==> src/rtl/ctrl_sequencer_if.sv <==
// Bus between ctrl_sequencer and its datapath: ROM fetch, decoded fields, strobes, data-memory handshake.
// The step input exists only when CTRL_SEQUENCER_STEP_EN is defined.
interface ctrl_sequencer_if #(
   parameter int PC_WIDTH = 8
);
   logic                run;
   logic [PC_WIDTH-1:0] instr_addr;
   logic [31:0]         instr_data;
   logic [3:0]          alu_sel;
   logic [3:0]          rd_addr;
   logic [3:0]          rs1_addr;
   logic [3:0]          rs2_addr;
   logic [15:0]         imm_out;
   logic [4:0]          shamt;
   logic                rf_we;
   logic                flag_we;
   logic                mem_req;
   logic                mem_we;
   logic                mem_ready;
   logic                busy;
`ifdef CTRL_SEQUENCER_STEP_EN
   logic                step;

   modport master (
      input  run, instr_data, mem_ready, step,
      output instr_addr, alu_sel, rd_addr, rs1_addr, rs2_addr, imm_out, shamt,
             rf_we, flag_we, mem_req, mem_we, busy
   );
   modport slave (
      output run, instr_data, mem_ready, step,
      input  instr_addr, alu_sel, rd_addr, rs1_addr, rs2_addr, imm_out, shamt,
             rf_we, flag_we, mem_req, mem_we, busy
   );
`else
   modport master (
      input  run, instr_data, mem_ready,
      output instr_addr, alu_sel, rd_addr, rs1_addr, rs2_addr, imm_out, shamt,
             rf_we, flag_we, mem_req, mem_we, busy
   );
   modport slave (
      output run, instr_data, mem_ready,
      input  instr_addr, alu_sel, rd_addr, rs1_addr, rs2_addr, imm_out, shamt,
             rf_we, flag_we, mem_req, mem_we, busy
   );
`endif
endinterface

==> src/rtl/ctrl_sequencer.sv <==
// Multi-cycle FETCH/DECODE/EXECUTE/MEM/WRITEBACK sequencer owning the PC for the 16-opcode ALU datapath.
// Optional single-step PAUSE after WRITEBACK when CTRL_SEQUENCER_STEP_EN is defined.
module ctrl_sequencer #(
   parameter int PC_WIDTH   = 8,
   parameter int MUL_CYCLES = 3
) (
   input  logic             clk,
   input  logic             reset,
   ctrl_sequencer_if.master bus
);
   localparam logic [2:0] S_IDLE   = 3'd0;
   localparam logic [2:0] S_FETCH  = 3'd1;
   localparam logic [2:0] S_DECODE = 3'd2;
   localparam logic [2:0] S_EXEC   = 3'd3;
   localparam logic [2:0] S_MEM    = 3'd4;
   localparam logic [2:0] S_WB     = 3'd5;
   localparam logic [2:0] S_PAUSE  = 3'd6;

   localparam logic [3:0] OP_MUL = 4'h2;
   localparam logic [3:0] OP_CMP = 4'hB;
   localparam logic [3:0] OP_LDR = 4'hD;
   localparam logic [3:0] OP_STR = 4'hE;
   localparam logic [3:0] OP_NOP = 4'hF;

   localparam logic [3:0] MUL_LOAD = 4'(MUL_CYCLES - 1);

   logic [2:0]          r_state;
   logic [2:0]          w_state_nxt;
   logic [PC_WIDTH-1:0] r_pc;
   logic [31:0]         r_ir;
   logic [3:0]          r_cnt;
   logic [3:0]          w_cnt_nxt;
   logic                r_rf_we;
   logic                r_flag_we;
   logic                r_mem_req;
   logic                r_mem_we;
   logic                r_busy;
   logic [3:0]          w_op;
   logic                w_is_mem;
   logic                w_writes_rf;

   assign w_op        = r_ir[31:28];
   assign w_is_mem    = (w_op == OP_LDR) || (w_op == OP_STR);
   assign w_writes_rf = (w_op != OP_CMP) && (w_op != OP_STR) && (w_op != OP_NOP);

   // Next-state and EXECUTE down-counter logic
   always_comb begin
      w_state_nxt = r_state;
      w_cnt_nxt   = r_cnt;
      case (r_state)
         S_IDLE: begin
            if (bus.run) begin
               w_state_nxt = S_FETCH;
            end else begin
               w_state_nxt = S_IDLE;
            end
         end
         S_FETCH: begin
            w_state_nxt = S_DECODE;
         end
         S_DECODE: begin
            if (w_op == OP_NOP) begin
               w_state_nxt = S_WB;
            end else begin
               w_state_nxt = S_EXEC;
               w_cnt_nxt   = (w_op == OP_MUL) ? MUL_LOAD : 4'd0;
            end
         end
         S_EXEC: begin
            if (r_cnt != 4'd0) begin
               w_state_nxt = S_EXEC;
               w_cnt_nxt   = r_cnt - 4'd1;
            end else if (w_is_mem) begin
               w_state_nxt = S_MEM;
            end else begin
               w_state_nxt = S_WB;
            end
         end
         S_MEM: begin
            if (bus.mem_ready) begin
               w_state_nxt = S_WB;
            end else begin
               w_state_nxt = S_MEM;
            end
         end
         S_WB: begin
`ifdef CTRL_SEQUENCER_STEP_EN
            w_state_nxt = S_PAUSE;
`else
            if (bus.run) begin
               w_state_nxt = S_FETCH;
            end else begin
               w_state_nxt = S_IDLE;
            end
`endif
         end
`ifdef CTRL_SEQUENCER_STEP_EN
         S_PAUSE: begin
            if (!bus.step) begin
               w_state_nxt = S_PAUSE;
            end else if (bus.run) begin
               w_state_nxt = S_FETCH;
            end else begin
               w_state_nxt = S_IDLE;
            end
         end
`endif
         default: begin
            w_state_nxt = S_IDLE;
            w_cnt_nxt   = 4'd0;
         end
      endcase
   end

   // State, PC, IR and strobes; strobes are registered from the state being entered
   always_ff @(posedge clk or posedge reset) begin
      if (reset) begin
         r_state   <= S_IDLE;
         r_cnt     <= 4'd0;
         r_pc      <= '0;
         r_ir      <= 32'd0;
         r_rf_we   <= 1'b0;
         r_flag_we <= 1'b0;
         r_mem_req <= 1'b0;
         r_mem_we  <= 1'b0;
         r_busy    <= 1'b0;
      end else begin
         r_state <= w_state_nxt;
         r_cnt   <= w_cnt_nxt;
         if (r_state == S_FETCH) begin
            r_ir <= bus.instr_data;
         end else begin
            r_ir <= r_ir;
         end
         if (r_state == S_WB) begin
            r_pc <= r_pc + PC_WIDTH'(1);
         end else begin
            r_pc <= r_pc;
         end
         r_rf_we   <= (w_state_nxt == S_WB) && w_writes_rf;
         r_flag_we <= (w_state_nxt == S_EXEC) && (w_cnt_nxt == 4'd0) && (w_op == OP_CMP);
         r_mem_req <= (w_state_nxt == S_MEM);
         r_mem_we  <= (w_state_nxt == S_MEM) && (w_op == OP_STR);
         r_busy    <= (w_state_nxt != S_IDLE);
      end
   end

   assign bus.instr_addr = r_pc;
   assign bus.alu_sel    = r_ir[31:28];
   assign bus.rd_addr    = r_ir[27:24];
   assign bus.rs1_addr   = r_ir[23:20];
   assign bus.rs2_addr   = r_ir[19:16];
   assign bus.imm_out    = r_ir[15:0];
   assign bus.shamt      = r_ir[4:0];
   assign bus.rf_we      = r_rf_we;
   assign bus.flag_we    = r_flag_we;
   assign bus.mem_req    = r_mem_req;
   assign bus.mem_we     = r_mem_we;
   assign bus.busy       = r_busy;
endmodule

==> src/flat_wrapper.sv <==
// flat-port wrapper written by rule: the top's interface ports become plain ports
module ctrl_sequencer_flat 
#(
   parameter int PC_WIDTH   = 8,
   parameter int MUL_CYCLES = 3
)
  (clk, reset, bus_run, bus_instr_data, bus_mem_ready, bus_instr_addr, bus_alu_sel, bus_rd_addr, bus_rs1_addr, bus_rs2_addr, bus_imm_out, bus_shamt, bus_rf_we, bus_flag_we, bus_mem_req, bus_mem_we, bus_busy);
  ctrl_sequencer_if #(.PC_WIDTH(PC_WIDTH)) bus_i ();
  input  logic clk;
  input  logic reset;
  input wire logic [$bits(bus_i.run)-1:0] bus_run;
  input wire logic [$bits(bus_i.instr_data)-1:0] bus_instr_data;
  input wire logic [$bits(bus_i.mem_ready)-1:0] bus_mem_ready;
  output wire logic [$bits(bus_i.instr_addr)-1:0] bus_instr_addr;
  output wire logic [$bits(bus_i.alu_sel)-1:0] bus_alu_sel;
  output wire logic [$bits(bus_i.rd_addr)-1:0] bus_rd_addr;
  output wire logic [$bits(bus_i.rs1_addr)-1:0] bus_rs1_addr;
  output wire logic [$bits(bus_i.rs2_addr)-1:0] bus_rs2_addr;
  output wire logic [$bits(bus_i.imm_out)-1:0] bus_imm_out;
  output wire logic [$bits(bus_i.shamt)-1:0] bus_shamt;
  output wire logic [$bits(bus_i.rf_we)-1:0] bus_rf_we;
  output wire logic [$bits(bus_i.flag_we)-1:0] bus_flag_we;
  output wire logic [$bits(bus_i.mem_req)-1:0] bus_mem_req;
  output wire logic [$bits(bus_i.mem_we)-1:0] bus_mem_we;
  output wire logic [$bits(bus_i.busy)-1:0] bus_busy;
  assign bus_i.run = bus_run;
  assign bus_i.instr_data = bus_instr_data;
  assign bus_i.mem_ready = bus_mem_ready;
  assign bus_instr_addr = bus_i.instr_addr;
  assign bus_alu_sel = bus_i.alu_sel;
  assign bus_rd_addr = bus_i.rd_addr;
  assign bus_rs1_addr = bus_i.rs1_addr;
  assign bus_rs2_addr = bus_i.rs2_addr;
  assign bus_imm_out = bus_i.imm_out;
  assign bus_shamt = bus_i.shamt;
  assign bus_rf_we = bus_i.rf_we;
  assign bus_flag_we = bus_i.flag_we;
  assign bus_mem_req = bus_i.mem_req;
  assign bus_mem_we = bus_i.mem_we;
  assign bus_busy = bus_i.busy;
  ctrl_sequencer #(.PC_WIDTH(PC_WIDTH), .MUL_CYCLES(MUL_CYCLES)) u_core (.clk(clk), .reset(reset), .bus(bus_i));
endmodule
==> config.mk <==
export PLATFORM = sky130hd
export DESIGN_NAME = ctrl_sequencer_flat
export DESIGN_NICKNAME = d
export VERILOG_FILES = /design/src/rtl/ctrl_sequencer_if.sv /design/src/rtl/ctrl_sequencer.sv /design/src/flat_wrapper.sv
export SDC_FILE = /design/constraint.sdc
export NUM_CORES = 1
export LEC_CHECK = 0
export ABC_AREA = 1
export CAP_MARGIN = 40
export CORE_ASPECT_RATIO = 1.1
export CORE_MARGIN = 2
export CORE_UTILIZATION = 44
export DETAILED_ROUTE_END_ITERATION = 10
export PLACE_DENSITY = 0.85
export SYNTH_ARGS = -nofsm -noshare
export SYNTH_HDL_FRONTEND = slang
export SYNTH_SLANG_ARGS = --single-unit
==> constraint.sdc <==
create_clock -name clk -period 1.9 [get_ports clk]
set_input_delay 0.19 -clock clk [delete_from_list [all_inputs] [get_ports clk]]
set_output_delay 0.19 -clock clk [all_outputs]
set_load 0.005 [all_outputs]
# ---- Word level (Yosys, flattened, before mapping)
# Cells that the tools add are included.
dict set report op_classes {
  add_sub_neg 2
  n_eq_ne 16
  n_mux 10
  reduce_logical 13
}
# operator n
set op_table {}
lappend op_table {{equality test 4 bit (second input constant)} 4}
lappend op_table {{one-hot mux 3 bit (5 select lines)} 1}
lappend op_table {{equality test 3 bit (second input constant)} 4}
lappend op_table {{!= test 4 bit (second input constant)} 3}
lappend op_table {{one-hot mux 4 bit (3 select lines)} 1}
lappend op_table {{equality test 3 x 2 -> 1 bit (second input constant)} 3}
lappend op_table {{adder 8 x 1 -> 8 bit (second input constant)} 1}
lappend op_table {{2-to-1 mux 4 bit} 2}
lappend op_table {{logical AND 1 bit} 6}
lappend op_table {{2-to-1 mux 3 bit} 2}
lappend op_table {{equality test 4 x 2 -> 1 bit (second input constant)} 1}
lappend op_table {{zero test 4 bit} 1}
lappend op_table {{nonzero test 4 bit} 1}
lappend op_table {{OR reduction 4 bit} 1}
lappend op_table {{subtractor 4 x 1 -> 4 bit (second input constant)} 1}
lappend op_table {{equality test 3 x 1 -> 1 bit (second input constant)} 1}
lappend op_table {{zero test 3 bit} 1}
lappend op_table {{2-to-1 mux 1 bit} 3}
lappend op_table {{nonzero test 3 bit} 1}
lappend op_table {{2-to-1 mux 2 bit} 1}
lappend op_table {{OR reduction 2 bit} 1}
lappend op_table {{logical OR 1 bit} 1}
dict set report totals {
  ff_bits 52
  inputBits 36
  output_inout_bits 50
  elab_cells 50
}

# ---- Logic depth before layout (Yosys ltp)
# Gate-level depths: netlist of run 1.
dict set report logic_depth {
  word_depth 8
  mapped_depth 10
}

# ---- Least setup slack after synthesis of run 1
# OpenSTA, ideal clock, no wires.
dict set report synth_timing {
  path_kind {register to register}
  start {register u_core.r_cnt[0]}
  end {register u_core.r_flag_we, in the netlist u_core.bus.flag_we}
  setup_ns 0.114
  t_arrival_ns 1.315
  path_slack_ns 0.471
  path_stages_with_launch 10
  synth_period_minus_slack_ns 1.429
  path_cell_list {dfrtp_1 > inv_1 > ha_1 > nand2_1 > nand2_1 > nand3b_1 > nor2_4 > inv_2 > nand2_1 > nor2_1}
}
dict set report synth_via {
  elab_chain_len 6
  word_cells_on_any_way 11
  cone_classes {add/sub: 1; eq/ne: 1; mux: 5; reduce/logical: 4}
}
# item line_no
set synth_lines {}
lappend synth_lines {{start: declaration} ctrl_sequencer.sv:31} ;# logic [3:0] r_cnt;
lappend synth_lines {{start signal: assignment} ctrl_sequencer.sv:129} ;# r_cnt <= w_cnt_nxt;
lappend synth_lines {{nonzero test 4 bit} ctrl_sequencer.sv:70} ;# if (r_cnt != 4'd0) begin
lappend synth_lines {{2-to-1 mux 3 bit} ctrl_sequencer.sv:70}
lappend synth_lines {{one-hot mux 3 bit (5 select lines)} ctrl_sequencer.sv:50} ;# case (r_state)
lappend synth_lines {{via u_core.w_state_nxt[0]} ctrl_sequencer.sv:28} ;# logic [2:0] w_state_nxt;
lappend synth_lines {{equality test 3 x 2 -> 1 bit} ctrl_sequencer.sv:141} ;# r_flag_we <= (w_state_nxt == S_EXEC) && (w_cnt_nxt == 4'd0) && (w_op == OP_CMP);
lappend synth_lines {{logical AND 1 bit (2 in a row)} ctrl_sequencer.sv:141}
lappend synth_lines {{end signal: assignment} ctrl_sequencer.sv:141}
lappend synth_lines {{end: declaration} ctrl_sequencer.sv:34} ;# logic r_flag_we;
# The timed path passes the listed nets, and every way through them passes these cells.
# A chain may end at the register's enable or synchronous reset.

# ---- Final worst setup path of run 1
# Ends and elaborated chain as after synthesis.

==> summary.txt, run 1 <==
Timing
  – Final worst-path cycle share: 0.849
  – Period minus WS final: 1.61 ns
  – Slew Viols, Final: 0
  – Worst Setup Slack, final: 0.286 ns
  – Setup_tns: 0 ns
  – Layout Skew: 0.00402 ns
  – Fmax: 620 MHz
  – Final hold viol count: 0
  – Final number of setup-violating endpoints: 0
  – Worst-margin pin slew: 0.511 ns
  – Rel. slew slack: 0.659
  – RSZ-0062 raised after global routing: false

Route
  – Drc violations: 0
  – DR vias: 1995
  – Initial DRC Count: 138
  – Drt wl/cell: 12.1 µm
  – DRT antenna net count: 0
  – Pre-antenna DRT Iters: 7
  – Drt total wl: 4990 µm
  – Avg Vias per Cell: 4.84

Die
  – Rows: 27
  – Die width: 72.5 µm
  – Vert. Die Dim: 79.4 µm
  – Core region area: 0.00500 mm²
  – Full die area: 0.00576 mm²
  – Initial Utilization: 0.455
  – I/O Pins: 86

CTS
  – CTS Root Buffer Type: clkbuf_8
  – # Post-CTS Setup Buffers: 0
  – Resized cells post-CTS: 0
  – CTS Buf Count: 5
  – Clock Latency Late Sink: 0.29 ns
  – Clock sinks: 52
  – Worst-path clk slew: 0.09 ns
  – Htree depth: 2
  – Maximum root-to-sink buffer count: 2
  – TritonCTS clock tree: yes
  – Hold_buf cts: 0

Setup path
  – CP dominant cell by count: nand2_1
  – Critical path launch point type: flip-flop
  – Critical path's largest stage delay: 0.42 ns
  – Worst Path Arrival: 1.81 ns
  – Critical path startpoint: u_core.r_cnt[0]
  – Setup Crit Path Kind: reg2reg
  – Crit-path slowest cell: dfrtp_1
  – CP max FO: 5
  – Critical path's top delay family: simple AND/OR/NAND/NOR gates
  – Worst path required time: 2.10 ns
  – Crit end category: flip-flop
  – CP Buf/Inv Count: 2
  – Cell chain of the critical path: inv_1, ha_1, nand2_1, nand2_1, nand3b_1, nor2_4, inv_2, nand2_1, nor2_1
  – RR Startpoint: u_core.r_cnt[0]

Power
  – Leakage dissipation: 1.61 nW
  – Total power: 0.00497 W
  – PD cells: 1520 mW/mm²
  – VDD IR max: 0.000720 V

Placement
  – DP HPWL: 3680 µm
  – Gpl congestion: 0.861
  – Pre-CTS WS: 0.305 ns
  – PortBufs: 85

Synth
  – #FFs+latches synth: 52
  – Seq/Total Area, Yosys: 0.572
  – Post-synthesis cell count: 270
  – Syn avg cell area: 8.42 µm²
  – Yosys cell types: 22
  – Post-Syn Area: 0.00227 mm²
  – Synthesis Warnings: 0
  – Syn_nets: 308

GRT
  – First-pass GRT wire length: 8490 µm
  – Vias in the first global route: 1901
  – Gr ovfl total: 0
  – GRT Total Usage: 0.186
  – Initial antenna violation count: 0
  – Largest net degree at the start of global routing: 53

Final layout
  – Fraction of layout cells with a size suffix above 1: 0.0621
  – Ant diodes: 0
  – Area Overhead vs Synth: 43.3%
  – Final net count: 391

Worst hold path
  – Hold Crit Class: in2async

Run status
  – Status: completed

Job
  – Max Cap Violations: 0
[power by group]
part / internal, W / switching, W
Clock: 0.000297 / 0.000346
Combinational: 0.00124 / 0.00119
Sequential: 0.00157 / 0.000322
[cells by family after synthesis]
kind of cell,count (synthesis),synth area share
AO/OA/AOI/OAI,4,0.00880
XOR/XNOR,7,0.0270
adder cells (fa/ha/maj),2,0.0110
buffers and inverters,32,0.0611
flip-flops,52,0.572
multiplexers,1,0.00495
AND/OR/NAND/NOR,172,0.315
[Yosys cell counts]
cell type	instances	area, µm²
a21oi_1	1	5.00
ha_1	2	25.0
nand3_1	16	80.1
nor3_1	1	5.00
nor3_2	1	10.0
nor2_4	1	11.3
mux2_2	1	11.3
xnor2_1	3	26.3
nor2_2	2	12.5
nand4_1	3	18.8
xor2_1	4	35.0
o21ai_0	3	15.0
clkbuf_1	6	22.5
nand2_1	127	477
nor2_1	16	60.1
nand3_2	2	20.0
inv_2	5	18.8
dfrtp_1	52	1300
inv_1	16	60.1
and2_1	1	6.26
buf_4	5	37.5
nand3b_1	2	15.0
[area by class of cell]
class,count,area (µm²)
clock buffers,7,86.3
clock inverters,1,7.51
fillers,455,1740
inverters,21,78.8
multi-input cells,186,833
flip-flops and latches,52,1300
well taps,58,72.6
repair buffers,87,878
[state kept, by name, indices dropped and copies added (netlist names)]
name                   count
u_core.r_ir               32
u_core.bus.instr_addr      8
u_core.r_cnt               4
u_core.r_state             3
u_core.bus.busy            1
u_core.bus.flag_we         1
u_core.bus.mem_req         1
u_core.bus.mem_we          1
u_core.bus.rf_we           1
[stage by stage]
stage               hold slack (ns)  utilization  area [µm²]  std cells
floorplan                     0.307            -        2270        270
global placement              0.453        0.633        3160        404
detailed placement            0.458        0.633        3160        404
CTS                           0.249        0.652        3260        412
global route                  0.296        0.652        3260        412
finish                        0.238        0.652        3260        412
[worst paths after layout]
check | slack, ns | endpoint | cells past startpoint
setup reg to reg | 0.29 | u_core.bus.flag_we | 9
hold reg to reg | 0.47 | u_core.bus.instr_addr[7] | 1
setup / recovery | 0.29 | u_core.bus.flag_we | 9
min in group clk | 0.42 | u_core.r_ir[17] | 3
max in group asynchronous | 1.42 | u_core.r_ir[0] | 3
hold / removal | 0.24 | u_core.r_ir[18] | 3
[layout by cell type (no fill, tap or decap)]
master / synthesis / final
mux2_2: 1 / 1
clkinvlp_4: 0 / 1
nand3b_1: 2 / 2
and2_1: 1 / 1
xor2_1: 4 / 4
nor2_1: 16 / 16
nor3_1: 1 / 1
nand2_1: 127 / 127
nor2_2: 2 / 2
nand3_2: 2 / 2
clkbuf_8: 0 / 6
dfrtp_1: 52 / 52
nand3_1: 16 / 16
o21ai_0: 3 / 3
inv_2: 5 / 6
inv_1: 16 / 15
buf_4: 5 / 1
ha_1: 2 / 2
clkdlybuf4s50_1: 0 / 85
clkbuf_1: 6 / 1
a21oi_1: 1 / 1
nor2_4: 1 / 1
buf_12: 0 / 1
nor3_2: 1 / 1
nand4_1: 3 / 3
xnor2_1: 3 / 3
[tightest hold or removal path: stages]
cell and delay [ns]:
clkdlybuf4s50_1 0.41, inv_2 0.07, buf_12 0.25
[layer usage]
metal,vias to the layer above,share of wire,GRT usage
li1,989,-,-
met1,925,0.41,0.229
met2,73,0.51,0.316
met3,8,0.070,0.0556
met4,0,0.013,0.0519
met5,-,0,0
No activity file was read; power rests on OpenSTA's default activity.
==> run 2, diff against run 1 <==
Settings changed: CORE_UTILIZATION 44 to 39, PLACE_DENSITY 0.85 to 0.8.
Clock period 1.9 ns to 1.3 ns, I/O delays scaled along.
==> run 2 against run 1 <==
Compared with the run above: the flow now finishes with violations (setup timing); global-route usage decreased by 0.38 points; total power increased by 73%; clock power increased by 52%; routed wire length increased by 21%; die area increased by 12%; clock skew increased by 0.0053 ns; critical path depth decreased by 3; combinational power increased by 100%; cell count increased by 19%; core utilization increased by 3.6 points; sequential share of layout area decreased by 6.7 points; critical endpoint is now u_core.bus.instr_addr[5]; largest cell class is now non-clock buffers; largest power group unchanged.
==> summary.txt, run 2 (synthesis gave the netlist of run 1 again) <==
CTS
  – CTS Buf Count: 5
  – Worst-path clk slew: 0.10 ns
  – Clock Latency Late Sink: 0.31 ns
  – Clock sinks: 52
  – CTS Root Buffer Type: clkbuf_8
  – Maximum root-to-sink buffer count: 2
  – Hold_buf cts: 0
  – Htree depth: 2
  – TritonCTS clock tree: yes

Die
  – Vert. Die Dim: 84.1 µm
  – Initial Utilization: 0.399
  – I/O Pins: 86
  – Core region area: 0.00570 mm²
  – Full die area: 0.00646 mm²
  – Die width: 76.8 µm
  – Rows: 29

Power
  – PD cells: 2200 mW/mm²
  – VDD IR max: 0.00101 V
  – Leakage dissipation: 2.23 nW
  – Clock Power Share: 0.113
  – Seq pwr share: 0.312
  – Logic pwr share: 0.574
  – Sw frac: 0.386
  – Int Power: 0.00528 W
  – Sw Pwr: 0.00332 W
  – Total power: 0.00860 W

Worst hold path
  – Hold Crit Class: in2async

Route
  – Drc violations: 0
  – Drt total wl: 6050 µm
  – DRT antenna net count: 0
  – DR vias: 2198
  – Drt wl/cell: 12.4 µm
  – Initial DRC Count: 105
  – Pre-antenna DRT Iters: 6
  – Avg Vias per Cell: 4.49

Setup path
  – Crit end category: flip-flop
  – CP max FO: 4
  – Critical path's largest stage delay: 0.45 ns
  – Critical path's top delay family: simple AND/OR/NAND/NOR gates
  – Worst path required time: 1.50 ns
  – Worst Path Arrival: 1.56 ns
  – Crit-path slowest cell: dfrtp_1
  – Setup Crit Path Kind: reg2reg
  – Cell chain of the critical path: inv_2, nand3_4, nor3_4, and2_4, nand2_2, xnor2_1
  – Critical path launch point type: flip-flop
  – CP Buf/Inv Count: 1

GRT
  – Gr ovfl total: 0
  – First-pass GRT wire length: 9550 µm
  – Largest net degree at the start of global routing: 53
  – GRT Total Usage: 0.182
  – Initial antenna violation count: 0
  – Vias in the first global route: 2171

Job
  – Max Cap Violations: 0

Final layout
  – Reg with most FFs: u_core.r_ir
  – Post-Layout Cell Count: 489
  – Area Overhead vs Synth: 72.3%
  – Fraction of layout cells with a size suffix above 1: 0.286
  – Ant diodes: 0
  – Most frequent cells in the layout: nand2_1, buf_4, dfrtp_1
  – Fillers: 451
  – Max reg flops: 32
  – Final net count: 449
  – Most common cell after layout, fill and taps aside: nand2_1

Timing
  – Fmax: 733 MHz
  – Period minus WS final: 1.36 ns
  – Slew Viols, Final: 0
  – Worst-margin pin slew: 0.357 ns
  – RSZ-0062 raised after global routing: true
  – Worst Setup Slack, final: -0.0646 ns
  – Rel. slew slack: 0.760
  – Layout Skew: 0.00933 ns
  – Final number of setup-violating endpoints: 8
  – Setup_tns: -0.229 ns
  – Hold Slack: 0.229 ns
  – Final hold viol count: 0
  – Final worst-path cycle share: 1.05

Placement
  – DP Cell Count: 448
  – PortBufs: 85
  – DP HPWL: 3910 µm
  – Gpl congestion: 0.900

Run status
  – Status: finished with violations
  – Violated checks: setup timing
[run 2: cell types whose count changed in the layout (fill, tap and decap cells not counted), sizes merged]
cell and delta:
buf +58, clkinv +1, dlygate4sd2 +33, clkdlybuf4s50 -47
dlymetal6s2s +13
[run 2: final timing paths]
check                      cells past startpoint  slack, ns               start                        to
max in group asynchronous                      3       0.83               reset         u_core.r_state[0]
setup / recovery                               6      -0.06   u_core.r_state[1]  u_core.bus.instr_addr[5]
hold / removal                                 3       0.23               reset           u_core.r_ir[29]
hold reg to reg                                2       0.47      u_core.r_ir[5]            u_core.r_ir[5]
setup reg to reg                               6      -0.06   u_core.r_state[1]  u_core.bus.instr_addr[5]
min in group clk                               3       0.35  bus_instr_data[26]           u_core.r_ir[26]
[run 2: cell type report]
class                           instances  area, µm²  area share
Multi-Input combinational cell        186       1000       0.256
Tap cell                               77       96.3      0.0246
Sequential cell                        52       1300       0.332
Inverter                               21       85.1      0.0217
Timing Repair Buffer                  145       1340       0.341
Clock buffer                            6       82.6      0.0211
Clock inverter                          2       13.8     0.00351
[run 2: timing repair]
action,CTS,global route
hold endpoints to repair,0,0
endpoints found under the setup margin,47,57
cloned,0,0
pin swaps,16,6
setup buffers,27,7
resized for setup,70,34
[run 2: power groups by stage]
stage               sequential, W  combinational [W]  clock, W
floorplan                 0.00279            0.00187         0
global placement          0.00274            0.00405         0
detailed placement        0.00276            0.00417         0
CTS                       0.00267            0.00468  0.000995
global route              0.00277            0.00541   0.00108
finish                    0.00269            0.00494  0.000976
[run 2: through the flow]
step	area, µm²	util	setup slack, ns
finish	3920	0.688	-0.0646
global route	3920	0.688	-0.144
CTS	3780	0.663	-0.0509
detailed placement	3390	0.595	-0.0529
global placement	3390	0.595	-0.00559
floorplan	2290	-	-0.0110
[run 2: worst register-to-register path: stages (launching register included)]
cell,delay [ns]
dfrtp_1,0.45
inv_2,0.15
nand3_4,0.13
nor3_4,0.19
and2_4,0.18
nand2_2,0.05
xnor2_1,0.12
[run 2: routing by layer]
layer	wire (µm)	vias to the layer above	share of wire	track usage
li1	-	1102	-	-
met1	2490	1020	0.41	0.222
met2	3170	66	0.52	0.317
met3	299	10	0.049	0.0368
met4	89	0	0.015	0.0694
met5	0	-	0	0
